===== src/rtl/ila_readout_ctrl.sv =====
// ila_readout_ctrl: drains the ILA sample buffer onto a valid/ready stream.
// For every part of every sample it writes INDEX/VALUE_SELECT, waits the
// buffer read latency, captures value_i and offers it as one stream beat.
// Optional build macro ILA_READOUT_HEADER_EN: emit one header beat
// ({8'b0, n_parts[7:0], count[15:0]}, needs DATA_W >= 24) ahead of the data.
module ila_readout_ctrl #(
  parameter int DATA_W   = 32,
  parameter int BUFFER_W = 10,
  parameter int SEL_W    = 4,
  parameter int RD_LAT   = 2
) (
  input  logic                clk_i,
  input  logic                rst_n_i,
  input  logic                start_i,
  input  logic                abort_i,
  input  logic [BUFFER_W-1:0] start_index_i,
  input  logic [BUFFER_W:0]   count_i,
  input  logic [SEL_W-1:0]    n_parts_i,
  output logic                index_wen_o,
  output logic [BUFFER_W-1:0] index_o,
  output logic                sel_wen_o,
  output logic [SEL_W-1:0]    sel_o,
  input  logic [DATA_W-1:0]   value_i,
  output logic [DATA_W-1:0]   tdata_o,
  output logic                tvalid_o,
  input  logic                tready_i,
  output logic                tlast_o,
  output logic                busy_o,
  output logic                done_o,
  output logic                aborted_o
);

  localparam int REM_W  = BUFFER_W + 1;
  localparam int WCNT_W = (RD_LAT > 1) ? $clog2(RD_LAT) : 1;
  localparam logic [WCNT_W-1:0] WAIT_LOAD = WCNT_W'(RD_LAT - 1);

  typedef enum logic [2:0] {
    IDLE,
    SET,
    WAIT,
    SEND,
    DONE
  } state_t;

  state_t              state, state_nxt;
  logic [BUFFER_W-1:0] idx, idx_nxt;
  logic [SEL_W-1:0]    part, part_nxt;
  logic [SEL_W-1:0]    parts, parts_nxt;
  logic [REM_W-1:0]    remaining, remaining_nxt;
  logic [WCNT_W-1:0]   wait_cnt, wait_cnt_nxt;
  logic                abort_pend, abort_pend_nxt;
  logic                aborted, aborted_nxt;
  logic                hdr, hdr_nxt;
  logic [DATA_W-1:0]   data, data_nxt;

  logic last_part;
  logic last_sample;

  // A part count of 0 is treated as a single part per sample.
  function automatic logic [SEL_W-1:0] eff_parts(input logic [SEL_W-1:0] n);
    return (n == '0) ? SEL_W'(1) : n;
  endfunction

`ifdef ILA_READOUT_HEADER_EN
  // Header beat layout: [15:0] count (truncated), [23:16] parts, rest zero.
  function automatic logic [DATA_W-1:0] header_word(input logic [REM_W-1:0] cnt,
                                                    input logic [SEL_W-1:0] np);
    logic [DATA_W-1:0] w;
    w        = '0;
    w[15:0]  = 16'(cnt);
    w[23:16] = 8'(np);
    return w;
  endfunction
`endif

  assign last_part   = (part == (parts - SEL_W'(1)));
  assign last_sample = (remaining == REM_W'(1));

  assign index_wen_o = (state == SET);
  assign sel_wen_o   = (state == SET);
  assign index_o     = idx;
  assign sel_o       = part;
  assign tdata_o     = data;
  assign tvalid_o    = (state == SEND);
  assign tlast_o     = (state == SEND) && !hdr && last_part && last_sample;
  assign busy_o      = (state != IDLE);
  assign done_o      = (state == DONE);
  assign aborted_o   = aborted;

  // State register and all sequencing counters; reset clears everything.
  always_ff @(posedge clk_i) begin
    if (!rst_n_i) begin
      state      <= IDLE;
      idx        <= '0;
      part       <= '0;
      parts      <= '0;
      remaining  <= '0;
      wait_cnt   <= '0;
      abort_pend <= 1'b0;
      aborted    <= 1'b0;
      hdr        <= 1'b0;
      data       <= '0;
    end else begin
      state      <= state_nxt;
      idx        <= idx_nxt;
      part       <= part_nxt;
      parts      <= parts_nxt;
      remaining  <= remaining_nxt;
      wait_cnt   <= wait_cnt_nxt;
      abort_pend <= abort_pend_nxt;
      aborted    <= aborted_nxt;
      hdr        <= hdr_nxt;
      data       <= data_nxt;
    end
  end

  // Next-state logic: read sequencing, stream handshake and abort handling.
  always_comb begin
    state_nxt      = state;
    idx_nxt        = idx;
    part_nxt       = part;
    parts_nxt      = parts;
    remaining_nxt  = remaining;
    wait_cnt_nxt   = wait_cnt;
    abort_pend_nxt = abort_pend;
    aborted_nxt    = aborted;
    hdr_nxt        = hdr;
    data_nxt       = data;

    case (state)
      IDLE: begin
        // Start together with abort is dropped on purpose.
        if (start_i && !abort_i) begin
          idx_nxt        = start_index_i;
          part_nxt       = '0;
          parts_nxt      = eff_parts(n_parts_i);
          remaining_nxt  = count_i;
          abort_pend_nxt = 1'b0;
          aborted_nxt    = 1'b0;
          hdr_nxt        = 1'b0;
          if (count_i == '0) begin
            state_nxt = DONE;
          end
`ifdef ILA_READOUT_HEADER_EN
          else begin
            hdr_nxt   = 1'b1;
            data_nxt  = header_word(count_i, eff_parts(n_parts_i));
            state_nxt = SEND;
          end
`else
          else begin
            state_nxt = SET;
          end
`endif
        end
      end

      SET: begin
        if (abort_i) begin
          aborted_nxt = 1'b1;
          state_nxt   = DONE;
        end else if (RD_LAT == 1) begin
          data_nxt  = value_i;
          state_nxt = SEND;
        end else begin
          wait_cnt_nxt = WAIT_LOAD;
          state_nxt    = WAIT;
        end
      end

      WAIT: begin
        // An abort here discards the word still in flight from the buffer.
        if (abort_i) begin
          aborted_nxt = 1'b1;
          state_nxt   = DONE;
        end else if (wait_cnt == WCNT_W'(1)) begin
          wait_cnt_nxt = '0;
          data_nxt     = value_i;
          state_nxt    = SEND;
        end else begin
          wait_cnt_nxt = wait_cnt - WCNT_W'(1);
        end
      end

      SEND: begin
        // A beat on offer is never withdrawn; abort waits for its handshake.
        if (abort_i) begin
          abort_pend_nxt = 1'b1;
        end
        if (tready_i) begin
          if (abort_i || abort_pend) begin
            aborted_nxt = 1'b1;
            state_nxt   = DONE;
          end else if (hdr) begin
            hdr_nxt   = 1'b0;
            state_nxt = SET;
          end else if (!last_part) begin
            part_nxt  = part + SEL_W'(1);
            state_nxt = SET;
          end else if (remaining > REM_W'(1)) begin
            part_nxt      = '0;
            idx_nxt       = idx + BUFFER_W'(1);
            remaining_nxt = remaining - REM_W'(1);
            state_nxt     = SET;
          end else begin
            state_nxt = DONE;
          end
        end
      end

      DONE: begin
        abort_pend_nxt = 1'b0;
        state_nxt      = IDLE;
      end

      default: begin
        state_nxt = IDLE;
      end
    endcase
  end

endmodule


===== config.mk =====
export PLATFORM = sky130hd
export DESIGN_NAME = ila_readout_ctrl
export DESIGN_NICKNAME = d
export VERILOG_FILES = /design/src/rtl/ila_readout_ctrl.sv
export SDC_FILE = /design/constraint.sdc
export NUM_CORES = 1
export LEC_CHECK = 0
export ABC_AREA = 0
export BUFFER_PORTS_ARGS = -buffer_cell sky130_fd_sc_hd__buf_2
export CAP_MARGIN = 25
export CORE_AREA = 2 2 83 85
export CTS_CLUSTER_SIZE = 40
export DETAILED_ROUTE_END_ITERATION = 6
export DIE_AREA = 0 0 85 87
export GPL_TIMING_DRIVEN = 0
export HOLD_SLACK_MARGIN = 0.15
export PLACE_DENSITY = 0.89
export SLEW_MARGIN = 20
export SYNTH_ARGS = -nofsm -noshare
export SYNTH_HDL_FRONTEND = slang
export SYNTH_SLANG_ARGS = --single-unit

===== constraint.sdc =====
create_clock -name clk_i -period 4.8 [get_ports clk_i]
set_clock_uncertainty 0.05 [all_clocks]
set_input_delay 0.24 -clock clk_i [delete_from_list [all_inputs] [get_ports clk_i]]
set_output_delay 0.24 -clock clk_i [all_outputs]
set_load 0.005 [all_outputs]

==> flow_metrics.py, run 1 <==
metrics = {
    "cts": {
        "cts_resized": 0,
        "worstSkewPairLatency_ps": 360,
        "htreeDepth": 3,
        "cts_buffers": 9,
        "cts_tree": "yes",
        "clk_pin_slew_ps": 80,
        "cts_sinks": 67,
        "post_cts_buffers": 0,
        "cts_root_buf": "clkbuf_8",
        "cts_max_path_buffers": 2,
    },
    "sta": {
        "relSlewSlack": 0.519,
        "finalHoldViolCount": 0,
        "fin_crit_ps": 2680,
        "tns_ps": 0,
        "finalSetupViolations": 0,
        "setup_ws_ps": 2120,
        "clock.fmax_ghz": 0.373,
        "tightest_slew_ps": 721,
        "fin_crit_sh": 0.558,
        "drv_slew": 0,
        "rsz0062_at_grt": "no",
    },
    "detailed_routing": {
        "firstDrtPassIters": 5,
        "drc": 0,
        "wl_mm": 11.2,
        "first_iter_violations": 470,
        "dr_wl_met3_um": 713,
        "vias": 4091,
        "post_drt_wl_per_cell_um": 16.2,
        "wl_met2_mm": 5.56,
        "vias_per_cell": 5.90,
        "antenna_left": 0,
        "wl_met1_mm": 4.54,
        "top_layer_used": "met4",
    },
    "synth": {
        "synthCells": 447,
        "synth-edff-count": 0,
        "ys_ff_latch": 67,
        "syn_area_um2": 3500,
        "synth_nets": 514,
        "syn_area_per_cell_um2": 7.83,
        "async_flop_share": 0,
        "seq_area_frac_synth": 0.383,
        "synth.distinct_cells": 67,
        "ys.flop_type": "dfxtp_1",
        "synth-warning-count": 0,
    },
    "finish": {
        "layout.nets": 675,
        "post_route_cells_drive_above_1_share": 0.256,
        "fillers": 503,
        "utilization": 0.724,
        "final_cells": 693,
        "syn_to_final_growth_pct": 35.8,
        "n_antenna_cell": 0,
    },
    "critical_path": {
        "cp-end-kind": "primary output",
        "crit_path_max_fanout": 10,
        "r2r_cells": 9,
        "ff2ff_setup_slack_ps": 2560,
        "startpoint": "state[1]$_SDFFE_PN0P_",
        "cp.required_ps": 4510,
        "rr_endpoint": "index_o[9]$_SDFFE_PN0P_",
        "crit_arrival_ps": 2390,
        "setup.worst_path.class": "register to primary output",
        "start_kind": "register",
        "timing.rr.start": "remaining[1]$_SDFFE_PN0P_",
        "cp-endpoint": "tlast_o",
    },
    "job": {
        "cap_violations": 0,
    },
    "global_routing": {
        "grt_antenna_before_repair": 0,
        "grt-ovfl-total": 0,
        "grt_max_degree": 13,
        "grtUsageTotal": 0.302,
        "grt_pass1_vias": 3846,
        "grt_pass1_wl_mm": 17.8,
    },
    "worst_hold_path": {
        "min_path_cells": 3,
        "hp-class": "primary input to register",
    },
    "floorplan": {
        "die_h_um": 87,
        "rows": 30,
        "core_area_um2": 6570,
        "pin_count": 115,
        "initial_core_util": 0.533,
        "die_x_um": 85,
        "die_area_um2": 7400,
    },
    "outcome": {
        "outcome": "finished clean",
    },
    "placement": {
        "gp_congestion": 0.928,
        "dp.cells": 640,
        "place_ws_ps": 2590,
        "io_buffers": 113,
        "hpwlAfterDp_mm": 7.44,
    },
    "pwr": {
        "powerDensity_nw_per_um2": 315,
        "power.total_uw": 1500,
        "peakVddDrop_mv": 0.209,
        "p_leak_uw": 0.00209,
    },
}
[cells by family (layout without fill, tap and decap cells)]
group / Yosys count / count (layout) / share of synthesized area
compound gates: 131 / 131 / 0.258
xor+xnor: 6 / 6 / 0.0211
fa+ha+maj: 5 / 5 / 0.0179
buf+inv: 40 / 206 / 0.0522
flops: 67 / 67 / 0.383
mux: 1 / 1 / 0.00286
simple gates: 197 / 197 / 0.265
[synth_stat cells (4+ instances only)]
| cell | number | share of area |
|---|---|---|
| ha_1 | 5 | 0.018 |
| nor2_1 | 22 | 0.024 |
| a211oi_1 | 4 | 0.0086 |
| a31oi_1 | 5 | 0.0089 |
| nand2_1 | 101 | 0.11 |
| o31ai_1 | 19 | 0.041 |
| clkbuf_1 | 15 | 0.016 |
| nand4_1 | 4 | 0.0071 |
| inv_1 | 8 | 0.0086 |
| buf_2 | 8 | 0.011 |
| nor3_1 | 13 | 0.019 |
| a21oi_1 | 58 | 0.083 |
| nand3_1 | 23 | 0.033 |
| and3_1 | 6 | 0.011 |
| nor4_1 | 6 | 0.011 |
| dfxtp_1 | 67 | 0.38 |
| o21ai_0 | 7 | 0.010 |
[power breakdown]
group          switching, uW  total [uW]  internal (uW)  leakage, uW
clock                    240         533            293     0.000106
sequential              37.7         623            585     0.000544
combinational            196         344            148      0.00144
total                    473        1500           1030      0.00209
[cells in the final DEF, fill, tap and decap left out, drive strengths merged, types with 3 or more instances in the layout]
| cell type | netlist | routed |
|---|---|---|
| nor3b | 3 | 3 |
| dlygate4sd3 | 0 | 37 |
| ha | 5 | 5 |
| o31a | 3 | 3 |
| o311ai | 3 | 3 |
| nor3 | 15 | 15 |
| nor2b | 3 | 3 |
| a211oi | 5 | 5 |
| nor2 | 22 | 22 |
| o21ai | 8 | 8 |
| inv | 9 | 9 |
| or4 | 3 | 3 |
| nand3 | 23 | 23 |
| nor4 | 8 | 8 |
| a21oi | 58 | 58 |
| nand3b | 4 | 4 |
| nand4 | 4 | 4 |
| nand2 | 101 | 101 |
| a31oi | 6 | 6 |
| a22o | 3 | 3 |
| xor2 | 3 | 3 |
| clkbuf | 15 | 25 |
| o31ai | 20 | 20 |
| clkinv | 1 | 4 |
| and3 | 7 | 7 |
| dfxtp | 67 | 67 |
| buf | 15 | 128 |
| a22oi | 3 | 3 |
[final cells by class]
cell class | count | area, um2 | area share
Buffer | 30 | 145 | 0.0305
Sequential cell | 67 | 1340 | 0.282
Tap cell | 80 | 100 | 0.0210
Clock buffer | 10 | 128 | 0.0268
Clock inverter | 6 | 90.1 | 0.0189
Timing Repair Buffer | 150 | 936 | 0.197
Inverter | 10 | 37.5 | 0.00789
Multi-Input combinational cell | 340 | 1980 | 0.416
[layer usage]
metal,track usage,vias to the layer above
met5,0,-
li1,-,1948
met3,0.0483,38
met1,0.372,1909
met2,0.501,196
met4,0.177,0
[per-stage QoR]
step                hold WS [ps]  cell area (um2)
global route                 183             4760
finish                       156             4760
global placement             389             4170
detailed placement           396             4170
floorplan                    326             3500
CTS                          155             4760
[registers in the layout, indices dropped and copies added (netlist names)]
signal,flops
abort_pend,1
wait_cnt,1
sel_o,4
state,3
aborted_o,1
index_o,10
parts,4
tdata_o,32
remaining,11
[worst min path at each step]
stage               slack, ps                        to                      from
floorplan                 330   tdata_o[0]$_SDFFE_PN0P_                value_i[0]
global placement          390  tdata_o[12]$_SDFFE_PN0P_  tdata_o[12]$_SDFFE_PN0P_
detailed placement        400   tdata_o[5]$_SDFFE_PN0P_   tdata_o[5]$_SDFFE_PN0P_
CTS                       150   index_o[7]$_SDFFE_PN0P_          start_index_i[7]
global route              180   index_o[7]$_SDFFE_PN0P_          start_index_i[7]
finish                    160   index_o[7]$_SDFFE_PN0P_          start_index_i[7]
[worst max-delay path, stage by stage, from the launching register on]
cell      delay, ps
dfxtp_1         320
buf_2           200
nand3b_2        220
buf_2           260
buf_1           310
nor4_1          520
buf_2           200
[timing repair]
| action | in CTS | in global routing |
|---|---|---|
| hold buffers | 37 | 0 |
| endpoints found under the setup margin | 0 | 0 |
| endpoints found under the hold margin | 37 | 0 |
Note: power is estimated with default switching activity, not from simulation.
==> run 2: changes to the inputs <==
CORE_AREA = 2 2 91 93   (was 2 2 83 85)
DIE_AREA = 0 0 93 95   (was 0 0 85 87)
PLACE_DENSITY = 0.79   (was 0.89)
clock period = 2.25 ns   (was 4.8 ns; I/O delays follow)
==> run 2 against run 1 <==
Power rose by 110%. Highest routed layer unchanged. Setup slack lost 2100 ps. Via count grew 2.5%. Cell count rose by 7.5%. First-iteration DRC count down 35%.
==> flow_metrics.py, run 2 (synthesized netlist as in run 1, its figures left out) <==
metrics = {
    "pwr": {
        "p_leak_uw": 0.00225,
        "powerDensity_nw_per_um2": 625,
        "peakVddDrop_mv": 0.397,
    },
    "critical_path": {
        "rr_endpoint": "index_o[9]$_SDFFE_PN0P_",
        "crit_top_cell": "buf_2",
        "r2r_cells": 9,
        "cpPeakStageDelay_ps": 530,
        "cp-end-kind": "primary output",
        "start_kind": "register",
        "crit_path_max_fanout": 10,
        "cp.required_ps": 2090,
        "setup.worst_path.class": "register to primary output",
        "ff2ff_setup_slack_ps": 70,
        "crit_arrival_ps": 2060,
        "crit_chain": "nand3b_4 > buf_2 > buf_2 > nor4_4 > buf_2",
        "timing.rr.start": "remaining[1]$_SDFFE_PN0P_",
        "slowest_stage": "dfxtp_1",
    },
    "finish": {
        "post_route_cells_drive_above_1_share": 0.272,
        "largest_reg_flops": 32,
        "layout.nets": 702,
        "final_common_cell": "buf_2",
        "utilization": 0.644,
        "final_cell_mix": "buf_2 (122), nand2_1 (100), dfxtp_1 (64), dlygate4sd3_1 (59), a21oi_1 (58)",
        "fillers": 714,
        "n_antenna_cell": 0,
        "syn_to_final_growth_pct": 45.9,
    },
    "sta": {
        "clock.fmax_ghz": 0.450,
        "relSlewSlack": 0.574,
        "fin_crit_ps": 2220,
        "worst_hold_slack_ps": 169,
        "drv_slew": 0,
        "rsz0062_at_grt": "yes",
        "fin_crit_sh": 0.988,
        "finalHoldViolCount": 0,
        "tightest_slew_ps": 639,
        "finalSetupViolations": 0,
        "tns_ps": 0,
    },
    "floorplan": {
        "initial_core_util": 0.442,
        "die_x_um": 93,
        "pin_count": 115,
        "core_area_um2": 7930,
        "rows": 33,
        "die_h_um": 95,
        "die_area_um2": 8840,
    },
    "detailed_routing": {
        "firstDrtPassIters": 5,
        "vias": 4193,
        "post_drt_wl_per_cell_um": 15.8,
        "drc": 0,
        "vias_per_cell": 5.63,
        "wl_mm": 11.7,
        "first_iter_violations": 305,
        "antenna_left": 0,
    },
    "placement": {
        "hpwlAfterDp_mm": 7.56,
        "gp_congestion": 0.931,
        "io_buffers": 113,
    },
    "cts": {
        "cts_sinks": 67,
        "cts_root_buf": "clkbuf_8",
        "cts_tree": "yes",
        "cts_max_path_buffers": 2,
        "clk_pin_slew_ps": 80,
        "cts_buffers": 9,
        "worstSkewPairLatency_ps": 350,
        "htreeDepth": 3,
    },
    "worst_hold_path": {
        "min_path_cells": 4,
        "hold_start": "start_i",
        "hp-class": "primary input to register",
        "hold_end": "parts[1]$_SDFFE_PN0P_",
    },
    "global_routing": {
        "grt_antenna_before_repair": 0,
        "grt_pass1_vias": 3999,
        "grt-ovfl-total": 0,
        "grt_pass1_wl_mm": 18.5,
        "grtUsageTotal": 0.265,
        "grt_max_degree": 14,
    },
    "job": {
        "cap_violations": 0,
    },
    "outcome": {
        "outcome": "finished clean",
    },
}
-- run 2: cell types whose count changed in the layout (fill, tap and decap cells not counted), sizes merged --
cell         before  now
clkinv            4    2
clkbuf           25   24
clkinvlp          1    3
dlygate4sd3      37   59
buf             128  133
bufinv            2    1
inv               9   11
-- run 2: repair_timing --
item	in CTS	in global routing
setup endpoints to repair	4	19
hold buffers	59	0
hold endpoints to repair	59	0
resized for setup	4	11
setup buffers	2	3
pin swaps	2	4
-- run 2: per-layer routing --
metal,vias up,wire [um],track usage
met2,219,5790,0.454
met5,-,0,0
met3,44,802,0.0527
li1,1989,-,-
met4,0,419,0.134
met1,1941,4730,0.317
-- run 2: layout make-up --
type                            instances  area [um2]  share of cell area
Tap cell                              105         131              0.0257
Sequential cell                        67        1350               0.263
Inverter                               10        37.5             0.00735
Timing Repair Buffer                  177        1190               0.234
Multi-Input combinational cell        340        2060               0.402
Clock buffer                            9         124              0.0242
Buffer                                 30         146              0.0287
Clock inverter                          7        75.1              0.0147
-- run 2: metrics by stage --
| step | std cells | setup WS, ps | cell area (um2) | power (uW) |
|---|---|---|---|---|
| global placement | 665 | 89.9 | 4200 | 2000 |
| detailed placement | 665 | 35.6 | 4200 | 2020 |
| finish | 745 | 27.8 | 5110 | 3190 |
| global route | 745 | -27.5 | 5110 | 3340 |
| CTS | 742 | 13.0 | 5020 | 3140 |
| floorplan | 447 | 306 | 3500 | 1790 |
-- run 2: worst max-delay path by stage --
stage | start | end | slack [ps] | cells after the start
final | state[0]$_SDFFE_PN0P_ | tlast_o | 30 | 5
after global placement | parts[0]$_SDFFE_PN0P_ | index_o[9]$_SDFFE_PN0P_ | 90 | 7
after floorplan | remaining[1]$_SDFFE_PN0P_ | index_o[9]$_SDFFE_PN0P_ | 310 | 9
after detailed placement | remaining[1]$_SDFFE_PN0P_ | remaining[8]$_SDFFE_PN0P_ | 40 | 8
after global routing | parts[0]$_SDFFE_PN0P_ | tlast_o | -30 | 7
after CTS | remaining[1]$_SDFFE_PN0P_ | remaining[8]$_SDFFE_PN0P_ | 10 | 8
-- run 2: where the power goes --
group	switching, uW	internal, uW
Combinational	441	373
Sequential	91.0	1250
Clock	520	517
Total	1050	2140
-- run 2: worst max-delay path, delay by kind of cell, from the launching register on --
kind	cells	cell delay, ps
AND/OR/NAND/NOR	2	540
buffers and inverters	3	650
flip-flops	1	530
==> run 3: changes to the inputs <==
CORE_AREA = 2 2 86 88   (was 2 2 91 93)
DIE_AREA = 0 0 88 90   (was 0 0 93 95)
HOLD_SLACK_MARGIN = not set   (was 0.15)
PLACE_DENSITY = 0.83   (was 0.79)
clock period = 2.5 ns   (was 2.25 ns; I/O delays follow)
==> run 3 against run 2 <==
Sequential share of layout area grew 1.6 points. Core utilization grew 4.0 points. Via count shrank 2.9%. Register-to-register slack gained 140 ps. Hold slack lost 140 ps. Critical endpoint unchanged. Sequential power shrank 10%. Global-route usage grew 2.0 points. Wire length shrank 6.5%. Die area shrank 10%. Setup slack gained 130 ps.
==> flow_metrics.py, run 3 (synthesized netlist as in run 1, its figures left out) <==
metrics = {
    "finish": {
        "final_cells": 710,
        "post_route_cells_drive_above_1_share": 0.259,
        "syn_to_final_growth_pct": 37.2,
        "layout.nets": 673,
        "n_antenna_cell": 0,
        "final_cell_mix": "buf_2 (121), nand2_1 (101), dfxtp_1 (67), a21oi_1 (58), dlygate4sd3_1 (36)",
        "final_common_cell": "buf_2",
        "fillers": 574,
        "largest_reg_flops": 32,
    },
    "sta": {
        "finalSetupViolations": 0,
        "setup_ws_ps": 153,
        "clock.fmax_ghz": 0.426,
        "relSlewSlack": 0.556,
        "tns_ps": 0,
        "drv_slew": 0,
        "fin_crit_ps": 2350,
        "rsz0062_at_grt": "no",
        "worst_hold_slack_ps": 26.1,
        "fin_crit_sh": 0.939,
        "tightest_slew_ps": 665,
        "finalHoldViolCount": 0,
    },
    "worst_hold_path": {
        "hp-class": "primary input to register",
    },
    "critical_path": {
        "setup.worst_path.class": "register to primary output",
        "crit_arrival_ps": 2170,
        "cpPeakStageDelay_ps": 390,
        "startpoint": "parts[0]$_SDFFE_PN0P_",
        "cp-endpoint": "tlast_o",
        "ff2ff_setup_slack_ps": 210,
        "crit_chain": "inv_1 > ha_1 > xor2_1 > and3_4 > nand2_1 > nor4_4 > buf_2",
        "timing.rr.start": "parts[0]$_SDFFE_PN0P_",
        "r2r_cells": 7,
        "start_kind": "register",
        "crit_path_max_fanout": 3,
        "rr_endpoint": "index_o[9]$_SDFFE_PN0P_",
        "cp-end-kind": "primary output",
        "cp.required_ps": 2330,
        "slowest_stage": "dfxtp_1",
    },
    "placement": {
        "place_ws_ps": 257,
        "io_buffers": 113,
        "dp.cells": 659,
        "hpwlAfterDp_mm": 7.50,
        "gp_congestion": 0.965,
    },
    "global_routing": {
        "grt_max_degree": 13,
        "grtUsageTotal": 0.284,
        "grt_pass1_wl_mm": 18.0,
        "grt-ovfl-total": 0,
        "grt_antenna_before_repair": 0,
        "grt_pass1_vias": 3904,
    },
    "floorplan": {
        "die_area_um2": 7920,
        "die_h_um": 90,
        "initial_core_util": 0.499,
        "die_x_um": 88,
        "rows": 31,
        "pin_count": 115,
        "core_area_um2": 7020,
    },
    "detailed_routing": {
        "first_iter_violations": 333,
        "vias_per_cell": 5.73,
        "vias": 4070,
        "drc": 0,
        "post_drt_wl_per_cell_um": 15.5,
        "wl_mm": 11.0,
        "firstDrtPassIters": 6,
        "antenna_left": 0,
    },
    "cts": {
        "cts_sinks": 67,
        "cts_max_path_buffers": 2,
        "cts_tree": "yes",
        "worstSkewPairLatency_ps": 360,
        "clk_pin_slew_ps": 80,
        "cts_root_buf": "clkbuf_8",
        "cts_buffers": 9,
        "htreeDepth": 3,
        "post_cts_buffers": 0,
    },
    "outcome": {
        "outcome": "finished clean",
    },
    "job": {
        "cap_violations": 0,
    },
    "pwr": {
        "combPwrFrac": 0.221,
        "p_leak_uw": 0.00211,
        "swShare": 0.301,
        "internal_power_uw": 2070,
        "powerDensity_nw_per_um2": 618,
        "p_sw_uw": 893,
        "sequentialPowerShare": 0.403,
        "clkPwrFrac": 0.376,
        "power.total_uw": 2970,
        "peakVddDrop_mv": 0.425,
    },
}
run 3: cell types whose count changed in the layout (fill, tap and decap cells not counted), sizes merged:
cell | before | now
dlygate4sd3 | 59 | 36
buf | 133 | 127
clkinvlp | 3 | 0
bufinv | 1 | 3
clkbuf | 24 | 25
clkinv | 2 | 3
inv | 11 | 10
run 3: power by group through the flow:
stage | logic, uW | clock network (uW) | registers, uW
final | 656 | 1110 | 1200
after global routing | 710 | 1170 | 1210
after CTS | 638 | 1120 | 1190
after detailed placement | 592 | 0 | 1220
after global placement | 582 | 0 | 1210
after floorplan | 406 | 0 | 1200
run 3: layout make-up:
class / count / area [um2] / share of cell area
clock buffer: 10 / 128 / 0.0266
timing repair buffer: 149 / 926 / 0.193
tap: 99 / 124 / 0.0258
buffer: 29 / 141 / 0.0294
clock inverter: 6 / 113 / 0.0234
sequential: 67 / 1340 / 0.279
multi-input combinational: 340 / 1990 / 0.415
inverter: 10 / 37.5 / 0.00781
run 3: routing by layer:
metal  part of all wire  vias up  global-route usage
li1                   -     1939                   -
met1               0.41     1878               0.350
met2               0.49      210               0.463
met3              0.073       43              0.0606
met4              0.033        0               0.141
met5                  0        -                   0
run 3: critical path, delay by kind of cell, from the launching register on:
family                     cells  cell delay [ps]
and+or+nand+nor                3              700
buffers and inverters          2              240
DFF                            1              390
adders and majority gates      1              300
xor gates and xnor gates       1              190
run 3: metrics by stage:
stage,util,cell area (um2)
after floorplan,-,3500
after CTS,0.683,4790
after detailed placement,0.597,4190
final,0.684,4800
after global placement,0.597,4190
after global routing,0.684,4800
run 3: how the worst min path moves through the flow:
stage / from / depth (start not counted) / slack [ps] / to
finish: start_index_i[0] / 3 / 30 / index_o[0]$_SDFFE_PN0P_
global route: start_index_i[0] / 3 / 20 / index_o[0]$_SDFFE_PN0P_
CTS: start_index_i[0] / 3 / 10 / index_o[0]$_SDFFE_PN0P_
detailed placement: value_i[26] / 3 / 320 / tdata_o[26]$_SDFFE_PN0P_
global placement: value_i[2] / 3 / 320 / tdata_o[2]$_SDFFE_PN0P_
floorplan: value_i[0] / 2 / 210 / tdata_o[0]$_SDFFE_PN0P_
run 3: timing repair:
item                                    in CTS  in global routing
endpoints found under the setup margin       0                  1
hold endpoints to repair                    36                  0
resized for setup                            0                  2
hold buffers                                36                  0
